$ cat config.mk
export PLATFORM = sky130hd
export DESIGN_NAME = dance_round_ctrl
export DESIGN_NICKNAME = d
export VERILOG_FILES = /design/src/rtl/dr_pkg.sv /design/src/rtl/dr_step_timer.sv /design/src/rtl/dance_round_ctrl.sv
export SDC_FILE = /design/constraint.sdc
export NUM_CORES = 1
export LEC_CHECK = 0
export CAP_MARGIN = 20
export CORE_ASPECT_RATIO = 0.7
export CORE_MARGIN = 2
export CORE_UTILIZATION = 55
export DETAILED_ROUTE_END_ITERATION = 10
export PLACE_DENSITY = 0.78
export SYNTH_ARGS = -nofsm -noshare
export SYNTH_HDL_FRONTEND = slang
export SYNTH_SLANG_ARGS = --single-unit
export TNS_END_PERCENT = 10
$ cat constraint.sdc
create_clock -name clk -period 3.65 [get_ports clk]
set_input_delay 0.365 -clock clk [delete_from_list [all_inputs] [get_ports clk]]
set_output_delay 0.365 -clock clk [all_outputs]
set_load 0.05 [all_outputs]
$ cat src/rtl/dr_pkg.sv
// dr_pkg: shared state type, constants and helpers for dance_round_ctrl.
// The LFSR step function only exists when LFSR_PATTERN_EN is defined.
package dr_pkg;

    typedef enum logic [1:0] {
        ST_IDLE,
        ST_COUNTDOWN,
        ST_PLAY,
        ST_DONE
    } state_e;

    localparam logic [15:0] LFSR_SEED = 16'hACE1;
    // Galois mask for x^16 + x^14 + x^13 + x^11 + 1
    localparam logic [15:0] LFSR_TAPS = 16'hB400;
    localparam logic [1:0]  CD_LEN    = 2'd3;

    function automatic logic [3:0] onehot2(input logic [1:0] idx);
        return 4'b0001 << idx;
    endfunction

    function automatic logic [15:0] sat_inc(input logic [15:0] v,
                                            input logic en);
        return (en && (v != 16'hFFFF)) ? v + 16'd1 : v;
    endfunction

`ifdef LFSR_PATTERN_EN
    function automatic logic [15:0] lfsr_next(input logic [15:0] s);
        return s[0] ? ((s >> 1) ^ LFSR_TAPS) : (s >> 1);
    endfunction
`endif

endpackage

$ cat src/rtl/dr_step_timer.sv
// dr_step_timer: reloadable down-counter; tick_o marks the last cycle
// of each step period while run_i is high.
module dr_step_timer #(
    parameter int W = 16
) (
    input  logic         clk,
    input  logic         rst_n,
    input  logic         load_i,
    input  logic         run_i,
    input  logic [W-1:0] period_i,
    output logic         tick_o
);

    logic [W-1:0] cnt_q, cnt_d;

    assign tick_o = run_i && (cnt_q == '0);

    always_comb begin
        cnt_d = cnt_q;
        if (load_i || tick_o) begin
            cnt_d = period_i - W'(1);
        end else if (run_i) begin
            cnt_d = cnt_q - W'(1);
        end
    end

    always_ff @(posedge clk) begin
        if (!rst_n) begin
            cnt_q <= '0;
        end else begin
            cnt_q <= cnt_d;
        end
    end

endmodule

$ cat src/rtl/dance_round_ctrl.sv
// dance_round_ctrl: two-player step-judging round controller.
// Define LFSR_PATTERN_EN for LFSR-driven targets instead of rotation.
module dance_round_ctrl
    import dr_pkg::*;
#(
    parameter int STEP_DIV  = 8000,
    parameter int NUM_STEPS = 16
) (
    input  logic        clk,
    input  logic        rst_n,
    input  logic        start,
    input  logic [1:0]  speed_sel,
    input  logic [7:0]  btn_ctr,
    output logic [3:0]  arrow1,
    output logic [3:0]  arrow2,
    output logic        clk_gamespeed,
    output logic [3:0]  gameinter,
    output logic [15:0] errorpress_1,
    output logic [15:0] errorpress_2,
    output logic        game_over,
    output logic [1:0]  winner
);

    localparam int         TW   = $clog2(STEP_DIV + 1);
    localparam logic [7:0] LAST = 8'(NUM_STEPS - 1);

    state_e      state_q, state_d;
    logic [1:0]  speed_q, speed_d;
    logic [1:0]  cd_q, cd_d;
    logic [7:0]  step_q, step_d;
    logic [3:0]  arrow_q, arrow_d;
    logic [7:0]  btn_q;
    logic [1:0]  judged_q, judged_d;
    logic [15:0] err1_q, err1_d;
    logic [15:0] err2_q, err2_d;
`ifdef LFSR_PATTERN_EN
    logic [15:0] lfsr_q, lfsr_d, lfsr_n;
`endif

    logic          tick, run, start_ok, clr, inc1, inc2;
    logic [TW-1:0] period;
    logic [7:0]    edges;
    logic [3:0]    gi;

    assign edges    = btn_ctr & ~btn_q;
    assign start_ok = start && (state_q == ST_IDLE || state_q == ST_DONE);
    assign run      = (state_q == ST_COUNTDOWN) || (state_q == ST_PLAY);
    // The reload on start must see the speed being latched, not the old one.
    assign period   = TW'(STEP_DIV >> (start_ok ? speed_sel : speed_q));

    dr_step_timer #(.W(TW)) u_timer (
        .clk     (clk),
        .rst_n   (rst_n),
        .load_i  (start_ok),
        .run_i   (run),
        .period_i(period),
        .tick_o  (tick)
    );

    always_comb begin
        state_d  = state_q;
        speed_d  = speed_q;
        cd_d     = cd_q;
        step_d   = step_q;
        arrow_d  = arrow_q;
        judged_d = judged_q;
        clr      = 1'b0;
        inc1     = 1'b0;
        inc2     = 1'b0;
`ifdef LFSR_PATTERN_EN
        lfsr_d   = lfsr_q;
        lfsr_n   = lfsr_next(lfsr_q);
`endif
        if (state_q == ST_PLAY) begin
            if (!judged_q[1] && (edges[7:4] != 4'd0)) begin
                judged_d[1] = 1'b1;
                inc1        = (edges[7:4] != arrow_q);
            end
            if (!judged_q[0] && (edges[3:0] != 4'd0)) begin
                judged_d[0] = 1'b1;
                inc2        = (edges[3:0] != arrow_q);
            end
            // A press landing on the boundary still belongs to this step.
            if (tick) begin
                inc1     = inc1 | !judged_d[1];
                inc2     = inc2 | !judged_d[0];
                judged_d = 2'b00;
            end
        end
        unique case (state_q)
            ST_IDLE, ST_DONE: begin
                if (start) begin
                    state_d = ST_COUNTDOWN;
                    speed_d = speed_sel;
                    cd_d    = CD_LEN;
                    clr     = 1'b1;
                end
            end
            ST_COUNTDOWN: begin
                if (tick) begin
                    if (cd_q == 2'd1) begin
                        state_d  = ST_PLAY;
                        step_d   = 8'd0;
                        judged_d = 2'b00;
`ifdef LFSR_PATTERN_EN
                        arrow_d  = onehot2(lfsr_q[1:0]);
`else
                        arrow_d  = onehot2(2'd0);
`endif
                    end else begin
                        cd_d = cd_q - 2'd1;
                    end
                end
            end
            ST_PLAY: begin
                if (tick) begin
`ifdef LFSR_PATTERN_EN
                    lfsr_d = lfsr_n;
`endif
                    if (step_q == LAST) begin
                        state_d = ST_DONE;
                        arrow_d = 4'd0;
                    end else begin
                        step_d  = step_q + 8'd1;
`ifdef LFSR_PATTERN_EN
                        arrow_d = onehot2(lfsr_n[1:0]);
`else
                        arrow_d = {arrow_q[2:0], arrow_q[3]};
`endif
                    end
                end
            end
            default: ;
        endcase
        err1_d = clr ? 16'd0 : sat_inc(err1_q, inc1);
        err2_d = clr ? 16'd0 : sat_inc(err2_q, inc2);
    end

    always_ff @(posedge clk) begin
        if (!rst_n) begin
            state_q  <= ST_IDLE;
            speed_q  <= 2'd0;
            cd_q     <= 2'd0;
            step_q   <= 8'd0;
            arrow_q  <= 4'd0;
            btn_q    <= 8'd0;
            judged_q <= 2'b00;
            err1_q   <= 16'd0;
            err2_q   <= 16'd0;
`ifdef LFSR_PATTERN_EN
            lfsr_q   <= LFSR_SEED;
`endif
        end else begin
            state_q  <= state_d;
            speed_q  <= speed_d;
            cd_q     <= cd_d;
            step_q   <= step_d;
            arrow_q  <= arrow_d;
            btn_q    <= btn_ctr;
            judged_q <= judged_d;
            err1_q   <= err1_d;
            err2_q   <= err2_d;
`ifdef LFSR_PATTERN_EN
            lfsr_q   <= lfsr_d;
`endif
        end
    end

    always_comb begin
        gi = 4'd0;
        if (state_q == ST_COUNTDOWN) begin
            gi = {2'b00, cd_q};
        end else if (state_q == ST_PLAY) begin
            gi = step_q[3:0];
        end
    end

    always_comb begin
        winner = 2'b00;
        if (state_q == ST_DONE) begin
            if (err1_q < err2_q) begin
                winner = 2'b01;
            end else if (err2_q < err1_q) begin
                winner = 2'b10;
            end else begin
                winner = 2'b11;
            end
        end
    end

    assign arrow1        = arrow_q;
    assign arrow2        = arrow_q;
    assign clk_gamespeed = tick;
    assign gameinter     = gi;
    assign errorpress_1  = err1_q;
    assign errorpress_2  = err2_q;
    assign game_over     = (state_q == ST_DONE);

endmodule

=== After elaboration in Yosys (flattened, before gate mapping) ===
Index checks and enable logic that the tools add are counted.

* Bitwise operators: 5
* Muxes and demuxes: 47
* Reductions and logical operators: 27
* Div/mod/pow operators: 0
* Add/subtract/negate cells: 6
* Shift operators: 1
* Multipliers: 0
* Order comparisons: 2
* Equality and inequality tests: 16

{| class="wikitable"
|+ Operators by type and width
! kind !! count
|-
| $add A16 B1 Y16 const B || 2
|-
| $lt A16 B16 Y1 || 2
|-
| $mux W2 || 16
|-
| $mux W8 || 4
|-
| $ne A16 B16 Y1 const B || 2
|-
| $mux W13 || 2
|-
| $sub A13 B1 Y13 const B || 2
|-
| $mux W4 || 6
|-
| $pmux W8 S2 || 1
|-
| $mux W1 || 15
|-
| $logic_not A13 Y1 || 1
|-
| $shr A13 B2 Y13 const A || 1
|-
| $reduce_and A5 Y1 || 2
|-
| $add A8 B1 Y8 const B || 1
|-
| $and A8 B8 Y8 || 1
|-
| $eq A8 B4 Y1 const B || 1
|-
| $ne A2 B1 Y1 const B || 4
|-
| $ne A4 B4 Y1 || 2
|-
| $not A8 Y8 || 1
|-
| $pmux W4 S2 || 1
|-
| $reduce_and A4 Y1 || 2
|-
| $reduce_bool A4 Y1 || 2
|-
| $logic_and A1 B1 Y1 || 6
|-
| $ne A2 B2 Y1 const B || 3
|-
| 13 further kinds || 24
|}

* Memories: 0
* Bits in read-only memories: 0
* Bits in registers: 73
* Memory bits (writable): 0
* Latch bits: 0

=== Logic depth before layout (Yosys ltp) ===
Gate-level depths: netlist of the first run.

* Word-level depth: 11
* Mapped depth: 12
* Gate-level depth less buffers: 11

=== Cells and area by module ===
Synthesis of the first run repeated with hierarchy kept, for this count alone.

* Cells, all modules: 580
* Area, all modules: 4682.0 µm²

{| class="wikitable"
|+ Modules (own cells, without submodules)
! module !! seq. area each (µm²) !! cells an instance !! times used !! area each (µm²)
|-
| dance_round_ctrl || 1201.2 || 434 || 1 || 3528.4
|-
| dr_step_timer || 260.2 || 146 || 1 || 1153.6
|}

=== Worst setup path after synthesis of the first run ===
No wires, ideal clock.

* Path type: reg2out
* Start point: register err1_q[12], in the netlist errorpress_1[12]
* End point: output port winner[1]
* Stages on the path, launching flop included: 9
* Path slack: 0.477 ns
* Arrival: 2.808 ns
* Path buffers: 0
* Cell sequence: dfxtp_1 inv_1 ha_1 o21a_1 o211ai_1 a21oi_1 a211oi_1 o21ai_0 o21ai_0

* Word-level cells in the longest chain between the ends: 3

{| class="wikitable"
|+ Ends and longest elaborated chain
! item !! line !! source
|-
| start, declared || dance_round_ctrl.sv:34 || <nowiki>logic [15:0] err1_q, err1_d;</nowiki>
|-
| start signal, assigned || dance_round_ctrl.sv:161 || <nowiki>err1_q <= err1_d;</nowiki>
|-
| $lt A16 B16 Y1 || dance_round_ctrl.sv:181 || <nowiki>if (err1_q < err2_q) begin</nowiki>
|-
| $mux W2 || dance_round_ctrl.sv:181 ||
|-
| $mux W2 || dance_round_ctrl.sv:180 || <nowiki>if (state_q == ST_DONE) begin</nowiki>
|-
| end, declared || dance_round_ctrl.sv:21 || <nowiki>output logic [1:0] winner</nowiki>
|}

Every way passes these cells.

=== Worst setup path in the final report of the first run ===
* Start point: register err1_q[6], in the netlist errorpress_1[6]
* End point: output port winner[0]

* Word-level cells in the longest chain between the ends: 4
* Elaborated cells on any way between the ends: 5

{| class="wikitable"
|+ Ends and longest elaborated chain
! item !! line !! source
|-
| $lt A16 B16 Y1 || dance_round_ctrl.sv:183 || <nowiki>end else if (err2_q < err1_q) begin</nowiki>
|-
| $mux W1 || dance_round_ctrl.sv:183 ||
|-
| $mux W2 * || dance_round_ctrl.sv:181 ||
|-
| $mux W2 * || dance_round_ctrl.sv:180 ||
|}

Mark *: on every way between the ends. The rest lies on a longest branch, timed or not.

==> results of run 1 <==
critical path, cell delays in order, from the launching register on:
cell and delay (ns):
dfxtp_1 0.41, inv_1 0.12, ha_1 0.32, o21ai_0 0.11, nand2b_1 0.09, a21oi_1 0.06
or3_1 0.29, o21ai_0 0.21, and2_1 0.15, clkdlybuf4s50_1 0.80
placed cells by master, fill, tap and decap left out, types with 19 or more instances in the layout:
master	n
dfxtp_1	73
nor2_1	60
clkdlybuf4s50_1	60
nand2_1	52
xnor2_1	30
inv_1	25
a21oi_1	25
ha_1	24
nand4_1	19
nand3_1	19
how the worst min path moves through the flow:
stage	startpoint	end	slack, ns	depth (start not counted)
2_1_floorplan	judged_q[0]	judged_q[0]	0.45	2
3_3_place_gp	judged_q[0]	judged_q[0]	0.46	2
3_5_place_dp	judged_q[0]	judged_q[0]	0.48	2
4_1_cts	u_timer.cnt_q[4]	u_timer.cnt_q[4]	0.50	1
5_1_grt	u_timer.cnt_q[4]	u_timer.cnt_q[4]	0.53	1
6_report	judged_q[0]	judged_q[0]	0.50	2
through the flow:
stage | total power [mW] | utilization [%] | setup WS [ns] | hold slack (ns)
final | 2.88 | 69.2 | 0.370 | 0.500
after floorplan | 1.90 | - | 0.477 | 0.445
after detailed placement | 2.15 | 66.2 | 0.649 | 0.479
after global placement | 2.13 | 66.2 | 0.730 | 0.460
after global routing | 3.07 | 69.2 | 0.199 | 0.531
after CTS | 2.87 | 69.2 | 0.364 | 0.495
cell families after synthesis:
kind of cell / count (synthesis) / synth area share [%]
multiplexers: 3 / 0.725
buffers and inverters: 46 / 4.56
flip-flops: 73 / 35.3
AO/OA/AOI/OAI: 94 / 14.7
XOR/XNOR: 39 / 8.25
adder cells (fa/ha/maj): 24 / 7.25
AND/OR/NAND/NOR: 233 / 29.2
final cells by class:
type / instances / share of cell area, %
clock inverter: 5 / 1.59
multi-input combinational: 393 / 49.4
tap: 98 / 2.43
sequential: 73 / 29.0
timing repair buffer: 66 / 12.8
inverter: 27 / 2.04
clock buffer: 10 / 2.73
power groups by stage:
stage                     Combinational, mW  Clock, mW  Sequential, mW
after floorplan                       0.848          0            1.05
after global placement                 1.08          0            1.05
after detailed placement               1.10          0            1.05
after CTS                              1.11      0.722            1.04
after global routing                   1.27      0.750            1.06
final                                  1.13      0.707            1.04
layer usage:
metal	GRT usage, %	up-vias	routed length [um]
met5	0	-	0
met2	38.9	159	4500
li1	-	1932	-
met1	39.6	1808	5080
met3	5.39	21	782
met4	8.97	0	176
flip-flops by register name (all words and copies together) (netlist names), 4 cells and up:
register and cells:
errorpress_2 16, step_q 8, arrow1 4, errorpress_1 16, u_timer.cnt_q 13, btn_q 8
==> metrics.txt, run 1 <==
outcome finished, final reports clean; share of post-route cells with drive strength above 1 5.57%; Die H around 77 um; max-slew violation total from the final report 0; I/O Buffers 60; CP max FO 6; htree depth 3; total power per unit cell area 572 nW/um^2; post-cts repair resize count 0; most instantiated library cell after synthesis dfxtp_1; Post-Syn Nets 549; worst-margin pin slew 0.860 ns; clk sinks 73; EDFF count, synth 0; fillers 579; Combinational Power Share between 30 and 40%; synth top area cells dfxtp_1 (35%), ha_1 (7.3%), xnor2_1 (6.3%); TritonCTS clock tree yes; Final Hold Vio Count 0; Worst Path Required between 3 and 4 ns; area of the multi-input gates 2490 um^2; Slew HR 42.2%; Post-DRT Antenna Nets 0; Worst Setup EP winner[0]; RR Startpoint state_q[0]; Pint 1.72 mW; Post-synth top cells dfxtp_1 (73), nor2_1 (60), nand2_1 (52); router iterations before antenna repair 5; GRT Total Usage 26.8%; Critical Path Source Type flop; P_sw 1.16 mW; Avg Cell Area, Syn 8.09 um^2; Tcrit/Tclk final 89.9%; Post-CTS Repair Setup Buffers 0; RSZ-0062 raised after global routing no; start point of the critical path errorpress_1[6]; post-DP HPWL 7750 um; R2R Setup Slk around 0.53 ns; YS warnings 0; crit path DAT 2.91 ns; Max IR drop VDD 0.326 mV; Vias 3920; prevailing post-synth register cell dfxtp_1; clock share of power around 25%; initial antenna violation count 0; IO Count 61; Finished Cell Area 5040 um^2; Area growth syn-to-layout 21.7%; first-pass GRT wire length 17700 um; min cycle time layout about 3.3 ns; crit path kind reg2out; die area 8250 um^2; die width 108 um; RR Endpoint u_timer.cnt_q[12]; wire length per cell 15.7 um; Non-Filler Instances about 670; largest net degree at the start of global routing 27; Setup Viol. Count Final 0; Seq/Total Area, Yosys 35.3%; LEAKAGE 1.82 nW; vias in the first global route between 3000 and 4000; Initial Util 56.8%; Yosys top cell area share a little over a third; area leader, netlist dfxtp_1; mapped cell area 4140 um^2; Area after DPL 4820 um^2; row count 26; Synth Instances slightly above 500; FMAX between 0.3 and 0.4 GHz; worst hold path type reg2reg; Yosys cell types 52; ANT cells 0; clk_lat worst skew 0.36 ns; gr ovfl total 0; max_cap viols 0; core area 7290 um^2; fin nets 607; register area 1460 um^2; setup TNS 0 ns; DRC 0; r2r worst-path depth 11; Reg power frac 36.2%; Final Skew ~0.0099 ns; CTS clk-pin slew, worst paths 0.07 ns; TritonCTS Buffers 9; routability cong. 0.911; cts hold-fix bufs 0; final wirelength roughly 11000 um; Placed Instances roughly 660; crit end category output pin; flops & latches, synth 73; initial drt markers 276; Root Driver clkbuf_8; Vias per Instance 5.83; fraction of registers with async set/reset 0%; switching part of the total 40.3%; clock buffer depth 2
Power figures use the tool's default switching activity.
==> inputs of run 2 (changes only) <==
--- a/config.mk
+++ b/config.mk
@@ -11,6 +11,7 @@
 export CORE_UTILIZATION = 55
 export DETAILED_ROUTE_END_ITERATION = 10
 export PLACE_DENSITY = 0.78
+export RECOVER_POWER = 100
 export SYNTH_ARGS = -nofsm -noshare
 export SYNTH_HDL_FRONTEND = slang
 export SYNTH_SLANG_ARGS = --single-unit
==> run 2 against run 1 <==
Against the previous run:
- critical path depth fell by 3
- utilization down 0.24 points
- clock power about the same
- worst hold slack worse by 0.0022 ns
- wire length is 0.30% lower
- critical path type unchanged
- largest power group unchanged
==> metrics.txt, run 2 (synthesis results as in run 1) <==
min cycle time layout 3.36 ns (+0.0761 ns); crit path kind reg2out; Post-CTS Repair Setup Buffers 0 (unchanged); first-pass GRT wire length 17700 um (unchanged); core area 7290 um^2 (unchanged); CP max FO 12 (+6); post-DP HPWL 7750 um (unchanged); router iterations before antenna repair 5 (unchanged); Tcrit/Tclk final 91.9% (+2.1 points); Die H 76.6 um (unchanged); Vias per Instance 5.83 (-0.10%); share of post-route cells with drive strength above 1 4.70% (-0.87 points); Setup Viol. Count Final 0 (unchanged); GRT Total Usage 26.8% (unchanged); P_sw 1.16 mW (about the same); clock buffer depth 2 (unchanged); Area growth syn-to-layout 21.3%; Worst Path Required 3.28 ns (about the same); final wirelength 10500 um (-0.30%); TritonCTS clock tree yes; clk sinks 73 (unchanged); max_cap viols 0 (unchanged); initial antenna violation count 0 (unchanged); Slew HR 30.9% (-11 points); commonest non-fill, non-tap cell in the layout dfxtp_1; total power per unit cell area 572 nW/um^2 (about the same); crit path DAT 2.99 ns (+0.08 ns); max-slew violation total from the final report 0 (unchanged); Reg power frac 36.3% (about the same); gr ovfl total 0 (unchanged); setup TNS 0 ns (unchanged); outcome finished, final reports clean; die width 108 um (unchanged); fillers 583 (+0.69%); ANT cells 0 (unchanged); LEAKAGE 1.97 nW (+7.8%); Root Driver clkbuf_8; post-cts repair resize count 0 (unchanged); largest net degree at the start of global routing 27 (unchanged); Fin Hold WS 0.498 ns (-0.00218 ns); crit end category output pin; Critical Path Source Type flop; wire length per cell 15.6 um (-0.30%); Vias 3916 (-0.10%); commonest non-fill, non-tap cells in the layout dfxtp_1 (73), nor2_1 (60), nand2_1 (52); CTS clk-pin slew, worst paths 0.08 ns (about the same); clk_lat worst skew 0.36 ns (about the same); final worst slack 0.294 ns (-0.0761 ns); htree depth 3 (unchanged); Post-DRT Antenna Nets 0 (unchanged); FMAX 0.298 GHz (-2.3%); DRC 0 (unchanged); switching part of the total 40.4% (+0.13 points); dpl ws 0.649 ns (unchanged); Final Hold Vio Count 0 (unchanged); cts hold-fix bufs 0 (unchanged); I/O Buffers 60 (unchanged); routability cong. 0.911 (unchanged); clock share of power 24.7% (+0.2 points); Final Skew 0.00950 ns (-0.000375 ns); Max IR drop VDD 0.325 mV (-0.37%); Initial Util 56.8% (unchanged); worst hold path type reg2reg; worst-margin pin slew 1.04 ns (+0.176 ns); row count 26 (unchanged); TritonCTS Buffers 9 (unchanged); fin nets 607 (unchanged); IO Count 61 (unchanged); Combinational Power Share 39.0% (-0.3 points); vias in the first global route 3611 (unchanged); RSZ-0062 raised after global routing no; die area 8250 um^2 (unchanged); Pint 1.71 mW (-0.57%); initial drt markers 280 (+1.4%)
[run 2: area by class of cell]
cell class / instances / area (um^2) / area share [%]
clock buffer: 10 / 138 / 2.74
clock inverter: 5 / 80.1 / 1.59
timing repair buffer: 66 / 634 / 12.6
multi-input combinational: 393 / 2480 / 49.5
tap: 98 / 123 / 2.44
sequential: 73 / 1460 / 29.1
inverter: 27 / 103 / 2.04
[run 2: power groups by stage]
| stage | logic [mW] | registers [mW] | clock network [mW] |
|---|---|---|---|
| 2_1_floorplan | 0.848 | 1.05 | 0 |
| 3_3_place_gp | 1.08 | 1.05 | 0 |
| 3_5_place_dp | 1.10 | 1.05 | 0 |
| 4_1_cts | 1.11 | 1.04 | 0.722 |
| 5_1_grt | 1.25 | 1.06 | 0.750 |
| 6_report | 1.12 | 1.04 | 0.709 |
[run 2: final timing paths]
check	start	endpoint	slack [ns]	cells past startpoint
worst max-delay path	state_q[0]	clk_gamespeed	0.29	6
worst min-delay path	u_timer.cnt_q[4]	u_timer.cnt_q[4]	0.50	1
worst max register to register	state_q[0]	errorpress_2[15]	0.33	10
worst min register to register	u_timer.cnt_q[4]	u_timer.cnt_q[4]	0.50	1
[run 2: per-stage QoR]
step / total power, mW / instance area, um^2 / utilization (%) / std cells
after floorplan: 1.90 / 4140 / - / 512
after global routing: 3.06 / 5020 / 68.9 / 672
after CTS: 2.87 / 5040 / 69.2 / 672
after global placement: 2.13 / 4820 / 66.2 / 657
after detailed placement: 2.15 / 4820 / 66.2 / 657
final: 2.87 / 5020 / 68.9 / 672
[run 2: metal layers]
metal  vias to the layer above  track usage [%]  wire, um
met5                         -                0         0
met2                       170             38.9      4530
met1                      1788             39.6      5060
met4                         0             8.97       146
met3                        22             5.39       779
li1                       1936                -         -
[run 2: worst max-delay path, stage by stage (launching register included)]
cell and delay, ns:
dfxtp_1 0.37, inv_1 0.08, ha_1 0.35, nor4_4 0.18
nand4_2 0.35, clkinvlp_2 0.37, dlygate4sd3_1 0.95
==> inputs of run 3 (changes only) <==
--- a/config.mk
+++ b/config.mk
@@ -5,12 +5,12 @@
 export SDC_FILE = /design/constraint.sdc
 export NUM_CORES = 1
 export LEC_CHECK = 0
-export CAP_MARGIN = 20
 export CORE_ASPECT_RATIO = 0.7
 export CORE_MARGIN = 2
-export CORE_UTILIZATION = 55
+export CORE_UTILIZATION = 56
+export CTS_BUF_LIST = sky130_fd_sc_hd__clkbuf_8
 export DETAILED_ROUTE_END_ITERATION = 10
-export PLACE_DENSITY = 0.78
+export PLACE_DENSITY = 0.79
 export RECOVER_POWER = 100
 export SYNTH_ARGS = -nofsm -noshare
 export SYNTH_HDL_FRONTEND = slang
==> run 3 against run 2 <==
Against the previous run:
- sequential power is essentially flat
- highest routed layer unchanged
- die area shrank 1.7%
- power shrank 2.5%
- critical path depth is the same
- clock skew shrank 0.00055 ns
==> metrics.txt, run 3 (synthesis results as in run 1) <==
largest net degree at the start of global routing 21 (-22%); DRC 0 (unchanged); P_sw 1.17 mW (+0.53%); Vias per Instance 5.84 (+0.24%); Max IR drop VDD 0.303 mV (-6.7%); setup TNS 0 ns (unchanged); Non-Filler Instances 674 (+0.30%); Tcrit/Tclk final 91.7% (-0.25 points); Final Skew 0.00895 ns (-0.000548 ns); Vias 3937 (+0.54%); Placed Instances 658 (+0.15%); max_cap viols 0 (unchanged); Area after DPL 4830 um^2 (+0.16%); LEAKAGE 1.96 nW (-0.38%); min cycle time layout 3.35 ns (-0.00926 ns); crit end category output pin; Initial Util 57.3% (+0.51 points); clock buffer depth 2 (unchanged); area of the multi-input gates 2480 um^2 (-0.25%); CTS clk-pin slew, worst paths 0.08 ns (about the same); Pint 1.63 mW (-4.6%); TritonCTS clock tree yes; Finished Cell Area 5000 um^2 (-0.35%); share of post-route cells with drive strength above 1 5.03% (+0.33 points); switching part of the total 41.7% (+1.3 points); post-DP HPWL 7850 um (+1.4%); Worst Path Required 3.28 ns (about the same); Die H 75.9 um (-0.85%); Post-CTS Repair Setup Buffers 0 (unchanged); ANT cells 0 (unchanged); register area 1460 um^2 (unchanged); fin nets 608 (+0.16%); Critical Path Source Type flop; Reg power frac 37.1% (+0.8 points); wire length per cell 15.5 um (-0.81%); core area 7220 um^2 (-0.89%); clk_lat worst skew 0.35 ns (about the same); I/O Buffers 60 (unchanged); TritonCTS Buffers 9 (unchanged); Post-DRT Antenna Nets 0 (unchanged); Final Hold Vio Count 0 (unchanged); Area growth syn-to-layout 20.9%; die width 107 um (-0.86%); clock share of power 22.7% (-2.0 points); worst hold path type reg2reg; post-cts repair resize count 0 (unchanged); die area 8110 um^2 (-1.7%); fillers 629 (+7.9%); RSZ-0062 raised after global routing no; final wirelength 10500 um (-0.51%); Root Driver clkbuf_8; gr ovfl total 0 (unchanged); initial drt markers 246 (-12%); first-pass GRT wire length 17300 um (-2.2%); CP max FO 12 (unchanged); clk sinks 73 (unchanged); max-slew violation total from the final report 0 (unchanged); crit path DAT 2.98 ns (about the same); commonest non-fill, non-tap cell in the layout dfxtp_1; htree depth 3 (unchanged); FMAX 0.299 GHz (+0.28%); vias in the first global route 3640 (+0.80%); router iterations before antenna repair 4 (-1); IO Count 61 (unchanged); total power per unit cell area 559 nW/um^2 (-2.2%); initial antenna violation count 0 (unchanged); commonest non-fill, non-tap cells in the layout dfxtp_1 (73), nor2_1 (60), nand2_1 (52); dpl ws 0.604 ns (-0.0445 ns); routability cong. 0.885 (-2.8%); crit path kind reg2out; Combinational Power Share 40.2% (+1.2 points); cts hold-fix bufs 0 (unchanged); row count 26 (unchanged); final worst slack 0.303 ns (+0.00926 ns); worst-margin pin slew 0.942 ns (-0.0937 ns); GRT Total Usage 26.1% (-0.71 points); outcome finished, final reports clean; Slew HR 36.6% (+5.7 points); Setup Viol. Count Final 0 (unchanged)
==> run 3: routing by layer <==
layer / track usage, % / vias to the layer above / wire [um]
met2: 38.1 / 129 / 4470
met1: 38.6 / 1851 / 5210
li1: - / 1948 / -
met3: 6.71 / 9 / 672
met5: 0 / - / 0
met4: 6.10 / 0 / 99
==> run 3: layout make-up <==
class                           instances  share of cell area, %
Multi-Input combinational cell        393                   49.5
Clock buffer                            9                   2.48
Sequential cell                        73                   29.2
Tap cell                               98                   2.45
Clock inverter                          7                   1.42
Inverter                               27                   2.05
Timing Repair Buffer                   67                   12.9
==> run 3: power by group through the flow <==
stage	registers, mW	logic [mW]	clock network (mW)
finish	1.04	1.12	0.636
global route	1.05	1.26	0.679
CTS	1.03	1.13	0.650
detailed placement	1.05	1.12	0
global placement	1.05	1.09	0
floorplan	1.05	0.848	0
==> run 3: critical path, stage by stage (launching register included) <==
cell and delay [ns]:
dfxtp_1 0.38, inv_1 0.08, ha_1 0.34, nor4_4 0.16
nand4_1 0.46, clkinv_2 0.27, dlygate4sd3_1 0.93
==> run 3: path summary, 6_finish.rpt <==
path,slack [ns],end,cells past startpoint,from
worst min-delay path,0.49,judged_q[0],2,judged_q[0]
worst max register to register,0.33,errorpress_2[15],10,state_q[0]
worst max-delay path,0.30,clk_gamespeed,6,state_q[0]
worst min register to register,0.49,judged_q[0],2,judged_q[0]
==> run 3: through the flow <==
step | hold WS, ns | utilization [%] | power (mW)
2_1_floorplan | 0.445 | - | 1.90
3_3_place_gp | 0.460 | 66.9 | 2.14
3_5_place_dp | 0.472 | 66.9 | 2.17
4_1_cts | 0.491 | 69.6 | 2.81
5_1_grt | 0.527 | 69.3 | 2.99
6_report | 0.490 | 69.3 | 2.80
